[src/rtl/mux4_1_rr.sv]
// Four-to-one round-robin merger: four valid/ready producers funnel into one
// registered output word tagged with its source channel ({s1,s0} encoding).
module mux4_1_rr #(
    parameter int WIDTH = 8
) (
    input  logic               clk,
    input  logic               rst_n,
    input  logic [3:0]         in_valid,
    input  logic [4*WIDTH-1:0] in_data,
    output logic [3:0]         in_ready,
    output logic               out_valid,
    output logic [WIDTH-1:0]   out_data,
    output logic [1:0]         out_sel,
    input  logic               out_ready
);

    // Handshake: a word moves on a rising edge where valid and ready are both
    // high; producers hold valid/data until ready, the consumer sees a word
    // until it raises out_ready, and ready never depends on the ready of a peer
    // on the same side.

    logic [1:0]       ptr;
    logic [1:0]       grant;
    logic             any_valid;
    logic             load;
    logic [WIDTH-1:0] grant_word;

    assign any_valid = |in_valid;
    assign load      = !out_valid || out_ready;

    // Walk the search order backwards so the channel closest to ptr wins.
    always_comb begin
        grant = ptr;
        for (int k = 3; k >= 0; k--) begin
            if (in_valid[ptr + 2'(k)]) begin
                grant = ptr + 2'(k);
            end
        end
    end

    assign grant_word = in_data[int'(grant)*WIDTH +: WIDTH];

    always_comb begin
        in_ready = 4'b0000;
        if (rst_n && load && any_valid) begin
            in_ready[grant] = 1'b1;
        end
    end

    always_ff @(posedge clk or negedge rst_n) begin
        if (!rst_n) begin
            out_valid <= 1'b0;
            out_data  <= '0;
            out_sel   <= 2'd0;
            ptr       <= 2'd0;
        end else if (load) begin
            if (any_valid) begin
                out_valid <= 1'b1;
                out_data  <= grant_word;
                out_sel   <= grant;
                ptr       <= grant + 2'd1;
            end else begin
                out_valid <= 1'b0;
            end
        end
    end

endmodule

[config.mk]
export PLATFORM = sky130hd
export DESIGN_NAME = mux4_1_rr
export DESIGN_NICKNAME = d
export VERILOG_FILES = /design/src/rtl/mux4_1_rr.sv
export SDC_FILE = /design/constraint.sdc
export NUM_CORES = 1
export LEC_CHECK = 0
export BUFFER_PORTS_ARGS = -buffer_cell sky130_fd_sc_hd__buf_2
export CORE_ASPECT_RATIO = 0.7
export CORE_MARGIN = 2
export CORE_UTILIZATION = 33
export DETAILED_ROUTE_END_ITERATION = 16
export PLACE_DENSITY = 0.75
export SYNTH_ARGS = -nofsm -noshare
export SYNTH_HDL_FRONTEND = slang
export SYNTH_SLANG_ARGS = --single-unit
[constraint.sdc]
create_clock -name clk -period 2.15 [get_ports clk]
set_clock_uncertainty 0.05 [all_clocks]
set_input_delay 0.215 -clock clk [delete_from_list [all_inputs] [get_ports clk]]
set_output_delay 0.215 -clock clk [all_outputs]
set_load 0.03 [all_outputs]
---- Word-level counts from Yosys, hierarchy flattened ----
Index checks and enable logic that the tools add are counted.
word-level totals
  bits in registers ....................... 13
  bits of input ports ..................... 39
  word-level logic and storage cells ...... 38
operators by class
  add/subtract/negate cells ............... 4
  order comparisons ....................... 6
  shifts and indexed selects .............. 1
  muxes and demuxes ....................... 16
  reductions and logical operators ........ 7
operators with widths
  cell                                                                count
  indexed part select 32 x 6 -> 8 bit                                 1
  < comparator 2 x 3 -> 1 bit (second input constant)                 5
  binary-select mux 1 bit (select 2 bit)                              4
  two-way mux 2 bit                                                   4
  two-way mux 1 bit                                                   6
  adder 2 x 1 -> 2 bit (second input constant)                        2
  adder 2 bit (second input constant)                                 2
  two-way mux 4 bit                                                   1
  OR reduction 4 bit                                                  1
  logical AND 1 bit                                                   3
  demux 1 bit (select 2 bit)                                          1
  greater-or-equal comparator 2 x 1 -> 1 bit (second input constant)  1
  AND reduction 2 bit                                                 1
  zero test 1 bit                                                     1
  logical OR 1 bit                                                    1

---- Longest topological paths before layout ----
  depth in word-level cells ............... 12
  gate-level depth with buffers ........... 6

---- Worst setup path before layout ----
Ideal clock, no wire load.
  kind .................................... flip-flop to output port
  from .................................... register ptr[1]
  to ...................................... output in_ready[2]
  arrival time ............................ 1.970 ns
  required time ........................... 1.885 ns
  setup slack ............................. -0.085 ns
  stages on the path, launching flop included .. 6
  buffers on the path ..................... 1
  cell sequence ........................... dfrtp_1 -> nor3b_1 -> or4_1 -> buf_2 -> nand2_1 -> nor3_1
on the way
  word-level cells in the longest chain between the ends .. 12
  elaborated cells between the ends (all ways) .. 21
  classes of those cells .................. add/sub: 3; order compare: 2; mux: 15; reduce/logical: 1
ends and longest elaborated chain
  element                                                                                                          RTL line  RTL
  start, declared                                                                                                  22        logic [1:0] ptr;
  start signal, assigned                                                                                           61        ptr <= grant + 2'd1;
  adder 2 bit                                                                                                      35, 36
  binary-select mux 1 bit (select 2 bit)                                                                           35        if (in_valid[ptr + 2'(k)]) begin
  two-way mux 1 bit (implied by the code)                                                                          35
  two-way mux 2 bit (3 in series)                                                                                  35
  two-way mux 2 bit *                                                                                              35
  < comparator 2 x 3 -> 1 bit (implied by the code) or greater-or-equal comparator 2 x 1 -> 1 bit (tied branches)  46        in_ready[grant] = 1'b1;
  logical AND 1 bit (implied by the code)                                                                          46
  two-way mux 1 bit (implied by the code)                                                                          46
  demux 1 bit (select 2 bit) *                                                                                     46
  two-way mux 4 bit *                                                                                              45        if (rst_n && load && any_valid) begin
  end, declared                                                                                                    10        output logic [3:0] in_ready,
Every way passes the cells marked *; elsewhere a longest branch is shown, timed or not. The select of a mux whose other input is x is not followed.

---- Worst setup path in the final report ----
Ends and elaborated chain as after synthesis.

==> flow_metrics.py <==
metrics = {
    "synth": {
        "netlist_area_um2": 897,
        "synth_adder_area_share_pct": 0,
        "ys_types": 31,
        "synth_top_family_by_area": "compound AO/OA/AOI/OAI gates",
        "syn_inst": 98,
        "synth-xor-area-share_pct": 0.976,
        "synth-async-reset-ratio_pct": 100,
        "syn-mean-instance-area_um2": 9.15,
        "synth_mux_area_share_pct": 11.3,
        "synthSimpleGateAreaFrac_pct": 24.7,
        "synth_edf_count": 0,
        "seq_area_frac_synth_pct": 36.3,
        "ys_ff_latch": 13,
        "synth_fp_nets": 137,
        "synth_compound_area_share_pct": 25.0,
        "synth_ff_type": "dfrtp_1",
        "synth_warnings": 0,
    },
    "power": {
        "leakagePower_nw": 0.677,
        "ir_worst_vdd_mv": 0.476,
        "fin_total_pwr_mw": 1.54,
        "power_density_nw_per_um2": 1110,
    },
    "worst_setup_path": {
        "cp-start-kind": "flip-flop",
        "arrival_ns": 1.87,
        "critical_path.max_stage_delay_ns": 0.57,
        "endpoint_kind": "output pin",
        "crit_chain": "nor3b_1 -> buf_4 -> or4_4 -> nand2_4 -> nor3_1 -> buf_4",
        "cpMaxStageDelayCell": "or4_4",
        "critPathRequiredTime_ns": 1.88,
        "worst-setup-path-type": "flip-flop to output pin",
        "crit_top_cell": "buf_4",
        "crit_fanout": 6,
    },
    "sta": {
        "maxSlewViolCount": 0,
        "post-route-min-period_ns": 2.13,
        "maxSlewHeadroom_pct": 63.4,
        "worstMarginPinSlew_ns": 0.547,
        "fin_setup_tns_ns": 0,
        "period_share_pct": 99.2,
        "fmax_mhz": 469,
        "setup_viol": 0,
        "rsz0062_at_grt": "true",
        "finalHoldViolations": 0,
    },
    "clock_tree": {
        "clk_latency_ns": 0.25,
        "cts-root-buf": "clkbuf_8",
        "numCtsBuffers": 3,
        "clockBufferDepth": 2,
        "clkSinkCount": 13,
        "cts_htree_levels": 1,
        "cts_tree": "yes",
        "clk_pin_slew_ns": 0.06,
    },
    "global_route": {
        "grt_pass1_wl_mm": 4.60,
        "grt_max_degree": 15,
        "grt_use_total_pct": 20.1,
        "overflow": 0,
        "antenna_found_initial": 0,
        "grt_pass1_vias": 962,
    },
    "routing": {
        "drt_iter0_markers": 80,
        "ant_nets": 0,
        "met3_length_um": 339,
        "route.detailed.drc": 0,
        "vias": 1100,
        "wl_met1_mm": 1.29,
        "routed.top_layer": "met4",
        "dr.pass1.iters": 4,
        "avgRoutedWirePerCell_um": 15.2,
        "totalWireLength_mm": 3.00,
        "route.met2.wl_mm": 1.32,
        "via_per_inst": 5.56,
    },
    "layout": {
        "drive_gt1_share_pct": 50.6,
        "final_cell_area_um2": 1380,
        "final_nets": 204,
        "final_cell_mix": "buf_2 (49), buf_4 (14), dfrtp_1 (13), o21ai_0 (12)",
        "final_common_cell": "buf_2",
        "diodes": 0,
        "fin_util_pct": 54.9,
        "area_growth_pct": 54.0,
    },
    "floorplanning": {
        "die-area_um2": 3160,
        "fp.dieH_um": 47.6,
        "core_area_um2": 2510,
        "rows": 15,
        "start_util_pct": 35.7,
        "die_w_um": 66.3,
        "io_pins": 54,
    },
    "hold_path": {
        "hold_path_class": "input port to flip-flop",
    },
    "placement": {
        "portBuffers": 53,
        "gp_congestion": 0.877,
        "place_hpwl_mm": 2.27,
        "placedInstanceArea_um2": 1230,
    },
    "run": {
        "drv_cap": 0,
    },
    "outcome": {
        "outcome": "complete, no violations",
    },
}
==> cell families (layout without fill, tap and decap cells) <==
kind of cell / Yosys count / count (layout)
compound gates: 34 / 34
xor+xnor: 1 / 1
simple gates: 39 / 39
flops: 13 / 13
mux: 7 / 7
buf+inv: 4 / 70
==> metal layers <==
layer / vias to the layer above / global-route usage, %
met2: 74 / 34.2
li1: 506 / -
met5: - / 0
met1: 511 / 26.5
met3: 9 / 4.00
met4: 0 / 6.53
==> critical path: cells and delay by family (launching register included) <==
kind	cells	cell delay (ns)
buffers and inverters	2	0.31
and+or+nand+nor	4	0.88
DFF	1	0.42
==> worst paths after layout <==
check                           slack, ns                      end              startpoint  depth (start not counted)
worst min register to register       0.43   out_sel[0]$_DFFE_PN0P_  out_sel[0]$_DFFE_PN0P_                          2
min in group asynchronous            0.34    out_valid$_DFFE_PN0N_                   rst_n                          2
worst max register to register       0.09  out_data[4]$_DFFE_PN0P_      ptr[1]$_DFFE_PN0P_                          7
max in group asynchronous            1.47  out_data[3]$_DFFE_PN0P_                   rst_n                          2
worst max-delay path                 0.02              in_ready[2]      ptr[1]$_DFFE_PN0P_                          6
worst min-delay path                 0.18    out_valid$_DFFE_PN0N_               out_ready                          4
==> state kept, by name, summed over array words and instances, names as in the netlist <==
signal / cells
out_data: 8
ptr: 2
out_sel: 2
out_valid: 1
==> synth_stat cells, drive strengths merged, types with 3 or more instances <==
cell | number | area [µm²]
a21oi | 9 | 45.0
a221o | 7 | 70.1
dfrtp | 13 | 325
mux2 | 7 | 101
nand2 | 9 | 33.8
nand3 | 9 | 45.0
nor2 | 4 | 22.5
nor2b | 3 | 18.8
nor3 | 4 | 20.0
o21ai | 12 | 60.1
==> final cells by class <==
type	count	area (µm²)
Clock buffer	4	45.0
Fill cell	241	1130
Inverter	1	3.75
Multi-Input combinational cell	81	584
Sequential cell	13	325
Tap cell	34	42.5
Timing Repair Buffer	65	380
==> metrics by stage <==
step | setup WS, ns | hold WS [ns] | cells
3_5_place_dp | -0.0121 | 0.0756 | 187
6_report | 0.0165 | 0.180 | 198
2_1_floorplan | -0.0845 | -0.131 | 98
4_1_cts | 0.0138 | 0.173 | 193
3_3_place_gp | 0.0667 | 0.0733 | 187
5_1_grt | -0.0289 | 0.200 | 198
==> report_power, final <==
| group | total (mW) | switching [mW] | internal (mW) |
|---|---|---|---|
| Sequential | 0.403 | 0.0647 | 0.338 |
| Combinational | 0.908 | 0.518 | 0.389 |
| Clock | 0.225 | 0.0942 | 0.131 |
| Total | 1.54 | 0.677 | 0.859 |
==> timing repair <==
item | in CTS | in global routing
hold endpoints to repair | 13 | 0
resized for setup | 4 | 7
pin swaps | 2 | 3
setup buffers | 1 | 5
hold buffers | 1 | 0
setup endpoints to repair | 11 | 11
(Power assumes the default switching activity.)
